<file path="src/rtl/ysyx_24120013_core_ctrl_pkg.sv">
// Shared definitions for the core sequencer: one-hot states, IDU command codes
// and fixed instruction encodings.
package ysyx_24120013_pkg;

   typedef enum logic [6:0] {
      S_FETCH  = 7'b000_0001,
      S_WAIT   = 7'b000_0010,
      S_DECODE = 7'b000_0100,
      S_EXEC   = 7'b000_1000,
      S_WB     = 7'b001_0000,
      S_HALT   = 7'b010_0000,
      S_TRAP   = 7'b100_0000
   } state_e;

   localparam logic [1:0]  CMD_NONE         = 2'b00;
   localparam logic [1:0]  CMD_OPIMM        = 2'b01;

   localparam logic [31:0] INST_EBREAK      = 32'h0010_0073;
   localparam logic [31:0] INST_NOP         = 32'h0000_0013;
   localparam logic [31:0] RESET_PC_DEFAULT = 32'h8000_0000;

endpackage

</file>
<file path="src/rtl/ysyx_24120013_core_ctrl_if.sv">
// Instruction-memory request/response channel between the core sequencer and
// its fetch port.
interface ysyx_24120013_core_ctrl_if;

   logic        imem_req;
   logic [31:0] imem_addr;
   logic        imem_ready;
   logic        imem_rvalid;
   logic [31:0] imem_rdata;

   modport master (
      output imem_req,
      output imem_addr,
      input  imem_ready,
      input  imem_rvalid,
      input  imem_rdata
   );

   modport slave (
      input  imem_req,
      input  imem_addr,
      output imem_ready,
      output imem_rvalid,
      output imem_rdata
   );

endinterface

</file>
<file path="src/rtl/ysyx_24120013_core_ctrl_fetch_timer.sv">
// Loadable down-counter guarding the wait for fetch data; expired_o is high
// while the count sits at zero.
module ysyx_24120013_fetch_timer #(
   parameter int unsigned      WIDTH    = 4,
   parameter logic [WIDTH-1:0] LOAD_VAL = '1
) (
   input  logic clk,
   input  logic rst_n,
   input  logic clr_i,
   input  logic load_i,
   input  logic en_i,
   output logic expired_o
);

   logic [WIDTH-1:0] cnt_q, cnt_d;

   always_comb begin
      cnt_d = cnt_q;
      if (clr_i) begin
         cnt_d = '0;
      end else if (load_i) begin
         cnt_d = LOAD_VAL;
      end else if (en_i && (cnt_q != '0)) begin
         cnt_d = cnt_q - WIDTH'(1);
      end
   end

   always_ff @(posedge clk or negedge rst_n) begin
      if (!rst_n) begin
         cnt_q <= '0;
      end else begin
         cnt_q <= cnt_d;
      end
   end

   assign expired_o = (cnt_q == '0);

endmodule

</file>
<file path="src/rtl/ysyx_24120013_core_ctrl.sv">
// Multi-cycle sequencer: fetch over the imem handshake, then decode, execute
// and writeback, gating the register-file write and the PC update.
//
//   state    | meaning
//   ---------+--------------------------------------------------------
//   S_FETCH  | request at pc, wait for imem_ready
//   S_WAIT   | wait for imem_rvalid, timer bounds the wait
//   S_DECODE | inst stable; ebreak -> halt, no command -> trap
//   S_EXEC   | datapath computes, no side effects
//   S_WB     | rf_wen (OP-IMM only), pc <= dnpc, retire_cnt++
//   S_HALT   | ebreak reached, terminal until reset
//   S_TRAP   | illegal command or fetch timeout, terminal until reset
module ysyx_24120013_core_ctrl
   import ysyx_24120013_pkg::*;
#(
   parameter logic [31:0] RESET_PC  = RESET_PC_DEFAULT,
   parameter int          TIMEOUT   = 16,
   parameter int          CNT_WIDTH = 32
) (
   input  logic                         clk,
   input  logic                         rst,
   ysyx_24120013_core_ctrl_if.master    imem,
   output logic [31:0]                  inst,
   input  logic [1:0]                   IDU_command,
   input  logic [31:0]                  dnpc,
   output logic [31:0]                  pc,
   output logic                         rf_wen,
   output logic [CNT_WIDTH-1:0]         retire_cnt,
   output logic                         halt,
   output logic                         trap
);

   localparam int unsigned TMR_W = (TIMEOUT > 2) ? $clog2(TIMEOUT) : 1;

   state_e                 state_q, state_d;
   logic [31:0]            pc_q, pc_d;
   logic [31:0]            inst_q, inst_d;
   logic [CNT_WIDTH-1:0]   cnt_q, cnt_d;
   logic                   tmr_clr, tmr_load, tmr_en, tmr_expired;

   ysyx_24120013_fetch_timer #(
      .WIDTH    (TMR_W),
      .LOAD_VAL (TMR_W'(TIMEOUT - 1))
   ) u_fetch_timer (
      .clk       (clk),
      .rst_n     (rst),
      .clr_i     (tmr_clr),
      .load_i    (tmr_load),
      .en_i      (tmr_en),
      .expired_o (tmr_expired)
   );

   always_ff @(posedge clk or negedge rst) begin
      if (!rst) begin
         state_q <= S_FETCH;
         pc_q    <= RESET_PC;
         inst_q  <= INST_NOP;
         cnt_q   <= '0;
      end else begin
         state_q <= state_d;
         pc_q    <= pc_d;
         inst_q  <= inst_d;
         cnt_q   <= cnt_d;
      end
   end

   always_comb begin
      state_d  = state_q;
      pc_d     = pc_q;
      inst_d   = inst_q;
      cnt_d    = cnt_q;
      tmr_clr  = 1'b0;
      tmr_load = 1'b0;
      tmr_en   = 1'b0;
      case (state_q)
         S_FETCH: begin
            if (imem.imem_ready) begin
               state_d  = S_WAIT;
               tmr_load = 1'b1;
            end
         end
         S_WAIT: begin
            // rvalid in the last allowed cycle still completes the fetch
            if (imem.imem_rvalid) begin
               inst_d  = imem.imem_rdata;
               state_d = S_DECODE;
               tmr_clr = 1'b1;
            end else if (tmr_expired) begin
               state_d = S_TRAP;
            end else begin
               tmr_en = 1'b1;
            end
         end
         S_DECODE: begin
            if (inst_q == INST_EBREAK) begin
               state_d = S_HALT;
            end else if (IDU_command == CMD_NONE) begin
               state_d = S_TRAP;
            end else begin
               state_d = S_EXEC;
            end
         end
         S_EXEC: begin
            state_d = S_WB;
         end
         S_WB: begin
            pc_d    = dnpc;
            cnt_d   = cnt_q + CNT_WIDTH'(1);
            state_d = S_FETCH;
         end
         S_HALT: begin
            state_d = S_HALT;
         end
         S_TRAP: begin
            state_d = S_TRAP;
         end
         default: begin
            state_d = S_TRAP;
         end
      endcase
   end

   // reset state is S_FETCH, so the request is also gated by reset itself
   assign imem.imem_req  = (state_q == S_FETCH) && rst;
   assign imem.imem_addr = pc_q;

   assign inst       = inst_q;
   assign pc         = pc_q;
   assign retire_cnt = cnt_q;
   assign rf_wen     = (state_q == S_WB) && (IDU_command == CMD_OPIMM);
   assign halt       = (state_q == S_HALT);
   assign trap       = (state_q == S_TRAP);

endmodule
</file>
<file path="src/flat_wrapper.sv">
// flat-port wrapper written by rule: the top's interface ports become plain ports
module ysyx_24120013_core_ctrl_flat import ysyx_24120013_pkg::*;
#(
   parameter logic [31:0] RESET_PC  = RESET_PC_DEFAULT,
   parameter int          TIMEOUT   = 16,
   parameter int          CNT_WIDTH = 32
)
  (clk, rst, inst, IDU_command, dnpc, pc, rf_wen, retire_cnt, halt, trap, imem_imem_req, imem_imem_addr, imem_imem_ready, imem_imem_rvalid, imem_imem_rdata);
  ysyx_24120013_core_ctrl_if imem_i ();
  input  logic clk;
  input  logic rst;
  output logic [31:0] inst;
  input  logic [1:0] IDU_command;
  input  logic [31:0] dnpc;
  output logic [31:0] pc;
  output logic rf_wen;
  output logic [CNT_WIDTH-1:0] retire_cnt;
  output logic halt;
  output logic trap;
  output wire logic [$bits(imem_i.imem_req)-1:0] imem_imem_req;
  output wire logic [$bits(imem_i.imem_addr)-1:0] imem_imem_addr;
  input wire logic [$bits(imem_i.imem_ready)-1:0] imem_imem_ready;
  input wire logic [$bits(imem_i.imem_rvalid)-1:0] imem_imem_rvalid;
  input wire logic [$bits(imem_i.imem_rdata)-1:0] imem_imem_rdata;
  assign imem_imem_req = imem_i.imem_req;
  assign imem_imem_addr = imem_i.imem_addr;
  assign imem_i.imem_ready = imem_imem_ready;
  assign imem_i.imem_rvalid = imem_imem_rvalid;
  assign imem_i.imem_rdata = imem_imem_rdata;
  ysyx_24120013_core_ctrl #(.RESET_PC(RESET_PC), .TIMEOUT(TIMEOUT), .CNT_WIDTH(CNT_WIDTH)) u_core (.clk(clk), .rst(rst), .imem(imem_i), .inst(inst), .IDU_command(IDU_command), .dnpc(dnpc), .pc(pc), .rf_wen(rf_wen), .retire_cnt(retire_cnt), .halt(halt), .trap(trap));
endmodule
</file>
<file path="config.mk">
export PLATFORM = sky130hd
export DESIGN_NAME = ysyx_24120013_core_ctrl_flat
export DESIGN_NICKNAME = d
export VERILOG_FILES = /design/src/rtl/ysyx_24120013_core_ctrl_pkg.sv /design/src/rtl/ysyx_24120013_core_ctrl_if.sv /design/src/rtl/ysyx_24120013_core_ctrl_fetch_timer.sv /design/src/rtl/ysyx_24120013_core_ctrl.sv /design/src/flat_wrapper.sv
export SDC_FILE = /design/constraint.sdc
export NUM_CORES = 1
export LEC_CHECK = 0
export ABC_AREA = 1
export BUFFER_PORTS_ARGS = -buffer_cell sky130_fd_sc_hd__buf_2
export CORE_ASPECT_RATIO = 1.25
export CORE_MARGIN = 2
export CORE_UTILIZATION = 49
export CTS_CLUSTER_SIZE = 25
export DETAILED_ROUTE_END_ITERATION = 10
export PLACE_DENSITY = 0.8
export SLEW_MARGIN = 20
export SYNTH_ARGS = -nofsm -noshare
export SYNTH_HDL_FRONTEND = slang
export SYNTH_SLANG_ARGS = --single-unit
</file>
<file path="constraint.sdc">
create_clock -name clk -period 2.21 [get_ports clk]
set_clock_uncertainty 0.2 [all_clocks]
set_input_delay 0.1105 -clock clk [delete_from_list [all_inputs] [get_ports clk]]
set_output_delay 0.1105 -clock clk [all_outputs]
set_load 0.005 [all_outputs]
</file>
After elaboration in Yosys (flattened, before gate mapping)
Index checks and enable logic that the tools add are counted.

operators by class
  $add $sub $neg = 2
  eq/ne operators = 11
  multiplexer cells = 16
  reductions and logical operators = 9

operators by type and width
  cell                                              count
  one-hot mux 7 bit (6 select lines)                1
  2-to-1 mux 7 bit                                  5
  adder 32 x 1 -> 32 bit, second input constant     1
  == test 32 x 21 -> 1 bit, second input constant   1
  2-to-1 mux 4 bit                                  3
  == test 7 x 1 -> 1 bit, second input constant     1
  == test 7 x 2 -> 1 bit, second input constant     1
  == test 7 x 3 -> 1 bit, second input constant     1
  == test 7 x 4 -> 1 bit, second input constant     1
  == test 7 x 5 -> 1 bit, second input constant     1
  == test 7 x 6 -> 1 bit, second input constant     1
  == test 7 bit, second input constant              1
  2-to-1 mux 1 bit                                  7
  logical NOT 4 bit                                 1
  AND reduction 2 bit                               2
  nonzero test 4 bit                                1
  subtractor 4 x 1 -> 4 bit, second input constant  1
  logical AND 1 bit                                 3
  != test 3 x 2 -> 1 bit, second input constant     1
  nonzero test 3 bit                                1
  == test 2 x 1 -> 1 bit, second input constant     1
  logical NOT 2 bit                                 1
  != test 2 bit, second input constant              1

storage, ports and cells
  bits in registers = 107
  bits of input ports = 70
  output and inout port bits = 132
  logic and storage cells = 43

Depth between registers and ports, before layout
  word-level depth = 8
  depth in mapped cells = 9
  gate-level depth less buffers = 9

By module
Synthesis repeated with hierarchy kept, for this count alone.

second synthesis, totals
  cells, all modules = 681
  area total of the unflattened synthesis = 5316.3 um2

by module, submodules not included
  module                     times used  cells an instance  area each (um2)  sequential area each (um2)
  ysyx_24120013_core_ctrl    1           645                5052.3           2583.7
  ysyx_24120013_fetch_timer  1           36                 264.0            100.1

Worst setup path after synthesis
No wires, ideal clock.

  kind = register to register
  start = reg u_core.cnt_q[0], in the netlist u_core.retire_cnt[0]
  end = reg u_core.cnt_q[22], in the netlist u_core.retire_cnt[22]
  library setup time = 0.119 ns
  data arrival time = 1.335 ns
  data required time = 1.891 ns
  slack = 0.557 ns
  stages on the path, launching flop included = 9
  path buffers = 0
  clock period less this slack = 1.653 ns
  cells stage by stage = dfrtp_1 -> ha_1 -> inv_1 -> nor2_2 -> nand2_4 -> nor2_4 -> nand2_2 -> o21ai_1 -> nand2_1

on the way
  longest elaborated chain between the ends = 1

RTL lines
  what                      line                            text
  start: declaration        ysyx_24120013_core_ctrl.sv:38   logic [CNT_WIDTH-1:0] cnt_q, cnt_d;
  start signal: assignment  ysyx_24120013_core_ctrl.sv:63   cnt_q <= cnt_d;
  adder 32 x 1 -> 32 bit    ysyx_24120013_core_ctrl.sv:108  cnt_d = cnt_q + CNT_WIDTH'(1);

Every way passes these cells.
A chain may end at the register's enable or synchronous reset.

Final worst setup path
  start = reg u_core.state_q[1]
  end = out rf_wen

on the way
  longest elaborated chain between the ends = 2

RTL lines
  what                      line                            text
  start: declaration        ysyx_24120013_core_ctrl.sv:35   state_e state_q, state_d;
  start signal: assignment  ysyx_24120013_core_ctrl.sv:60   state_q <= state_d;
  == test 7 x 5 -> 1 bit    ysyx_24120013_core_ctrl.sv:130  assign rf_wen = (state_q == S_WB) && (IDU_command == CMD_OPIMM);
  logical AND 1 bit         ysyx_24120013_core_ctrl.sv:130
  end: declaration          flat_wrapper.sv:16              output logic rf_wen;

Every way passes these cells.

==> out/qor.yml <==
port_buffers: 201
root_buffer: "clkbuf_16"
worstHoldStart: "IDU_command[1]"
firstDrtPassIters: 5
rsz0062_at_grt: "no"
critPathLaunch: "u_core.state_q[1]$_DFFE_PN0P_"
finalSetupTns_ps: 0
grt_pass1_vias: 5057
worstPathMaxFanout: 8
avgSynthCellArea_sq_um: 8.05
via_count: 5171
cts_sinks: 107
syn_area_sq_um: 5310
layout_common_cells: "304 x nand2_1, 200 x buf_2, 102 x dfrtp_1"
layout_commonest_cell: "nand2_1"
yosys-top-cells-area: "dfrtp_1 48%, nand2_1 21%, nor2_1 5.2%, buf_4 4.9%, dfstp_2 2.5%"
cts.clk_slew.worst_paths_ps: 80
nFillCells: 851
synth_cell_type_count: 33
drt_iter0_drc: 215
synth_top_area_share_pct: 48.1
hold_viol: 0
syn_inst: 660
area_growth_pct: 35.9
max_freq_mhz: 517
reg2reg_from: "u_core.state_q[4]$_DFFE_PN0P_"
ir_drop_v: 0.000346
seq_area_frac_synth_pct: 50.5
end_kind: "output port"
cts_buffers: 9
ant_nets: 0
synth.ff_latch_count: 107
die_w_microns: 97.1
instances_no_fill: 1039
min_period_ps: 1930
grt_max_degree: 63
postRouteWirelength_microns: 14900
dieArea_sq_um: 11700
viasPerCell: 4.98
dp_cells: 952
arrival_ps: 1620
cts_tree: "built"
place_ws_ps: 360
start_util_pct: 50.3
gr-total-overflow: 0
coreArea_sq_um: 10600
cap_violations: 0
clk_path_buf_depth: 2
outcome: "finished clean"
setup_viol: 0
wire_per_inst_microns: 14.4
clk_latency_ps: 350
hold_path.class: "in -> reg"
die_h_microns: 120
drc: 0
yosysWarnings: 0
io-pin-count: 202
cts-htree-levels: 3
pwr_density_cell_nw_per_um2: 522
nets: 974
tightest_slew_ps: 575
cts_repair_resize_count: 0
grt_usage_pct: 25.5
diodes: 0
synth_nets: 732
min_period_over_period_pct: 87.5
critPathKind: "reg -> out"
grt_pass1_wl_microns: 23900
gp_congestion: 0.896
critPathLaunchType: "flop"
slew_viol_final: 0
layout-drive-gt1-share_pct: 28.3
row_count: 42
layout_setup_ws_ps: 275
slew_headroom_pct: 61.6
hpwl_microns: 9630
required_ps: 1900
p_leak_uw: 0.00370
synth_area_leader_cell: "dfrtp_1"
antenna_found_initial: 0
[cells by family after synthesis]
kind of cell               after synthesis  synth area share (%)
and+or+nand+nor                        435                  34.9
DFF                                    107                  50.5
buffers and inverters                   75                  8.60
AOI/OAI and AO/OA                       21                  2.17
xor gates and xnor gates                20                  3.30
adders and majority gates                2                 0.471
[synthesized netlist by cell type]
master,n
clkbuf_1,2
nand4_4,1
inv_2,2
nor2_1,74
nand2_4,2
buf_2,5
buf_4,35
nor2_4,5
nand3b_1,8
nor4_1,2
dfrtp_1,102
nand2_1,304
ha_1,2
o21bai_1,3
inv_1,26
o21ai_0,13
buf_6,5
nand3_2,1
nor3_2,2
nand2_2,5
xnor2_1,12
nor3b_2,1
nand4_1,5
and3_1,2
nor2_8,1
o21ai_1,3
o211ai_1,1
nor2_2,6
xor2_1,8
nand4_2,1
dfstp_2,5
nand3_1,15
a21oi_1,1
[registers in the layout, summed over array words and instances, names as in the netlist]
signal and count:
u_core.inst 32, u_core.u_fetch_timer.cnt_q 4, u_core.state_q 7, u_core.retire_cnt 32, u_core.imem.imem_addr 32
[path summary, 6_finish.rpt]
check,to,slack (ps),depth (start not counted)
setup / recovery,rf_wen,280,6
hold / removal,u_core.state_q[6]$_DFFE_PN0P_,7,6
setup reg to reg,u_core.inst[10]$_DFFE_PN0N_,280,7
hold reg to reg,u_core.imem.imem_addr[31]$_DFFE_PN1P_,270,2
max in group asynchronous,u_core.retire_cnt[11]$_DFFE_PN0P_,890,3
min in group asynchronous,u_core.retire_cnt[21]$_DFFE_PN0P_,150,3
[per-stage QoR]
step                      utilization, %  hold slack [ps]  cell area (sq um)  total power [uW]
final                               68.3             7.12               7220              3770
after global routing                68.3             20.2               7220              3930
after CTS                           68.2             3.32               7200              3790
after detailed placement            58.8             -237               6210              2120
after global placement              58.8             -237               6210              2120
after floorplan                        -             -385               5310              2010
[where the power goes]
group          switching, uW  total [uW]  leakage, uW  internal (uW)
clock network            741        1580     0.000143            841
registers               3.44        1960      0.00127           1960
logic                   86.5         220      0.00228            133
total                    831        3770      0.00370           2940
[final cells by class]
type                    instances  area [sq um]  area share [%]
clock inverters                 5          42.5           0.590
repair buffers                278          1800            24.9
flip-flops and latches        107          2680            37.2
inverters                      28           105            1.46
well taps                     132           165            2.29
multi-input cells             478          2170            30.1
clock buffers                  11           253            3.50
[timing repair]
action / 4_1_cts / 5_1_grt
buffers inserted: 0 / 2
endpoints found under the setup margin: 0 / 1
endpoints found under the hold margin: 172 / 0
hold buffers: 69 / 0
[critical path, stage by stage (launching register included)]
cell     delay (ps)
dfrtp_1         420
nor2_2          170
nand2_2         130
nor2_8          140
inv_2           110
nor3b_2         170
buf_2           130
[layer usage]
metal	wire length, microns	share of wire, %	track usage, %	up-vias
met3	1190	8.0	5.55	34
li1	-	-	-	2482
met2	7470	50	45.3	256
met1	5830	39	29.4	2399
met5	0	0	0	-
met4	446	3.0	11.7	0
No activity file was read; power rests on OpenSTA's default activity.
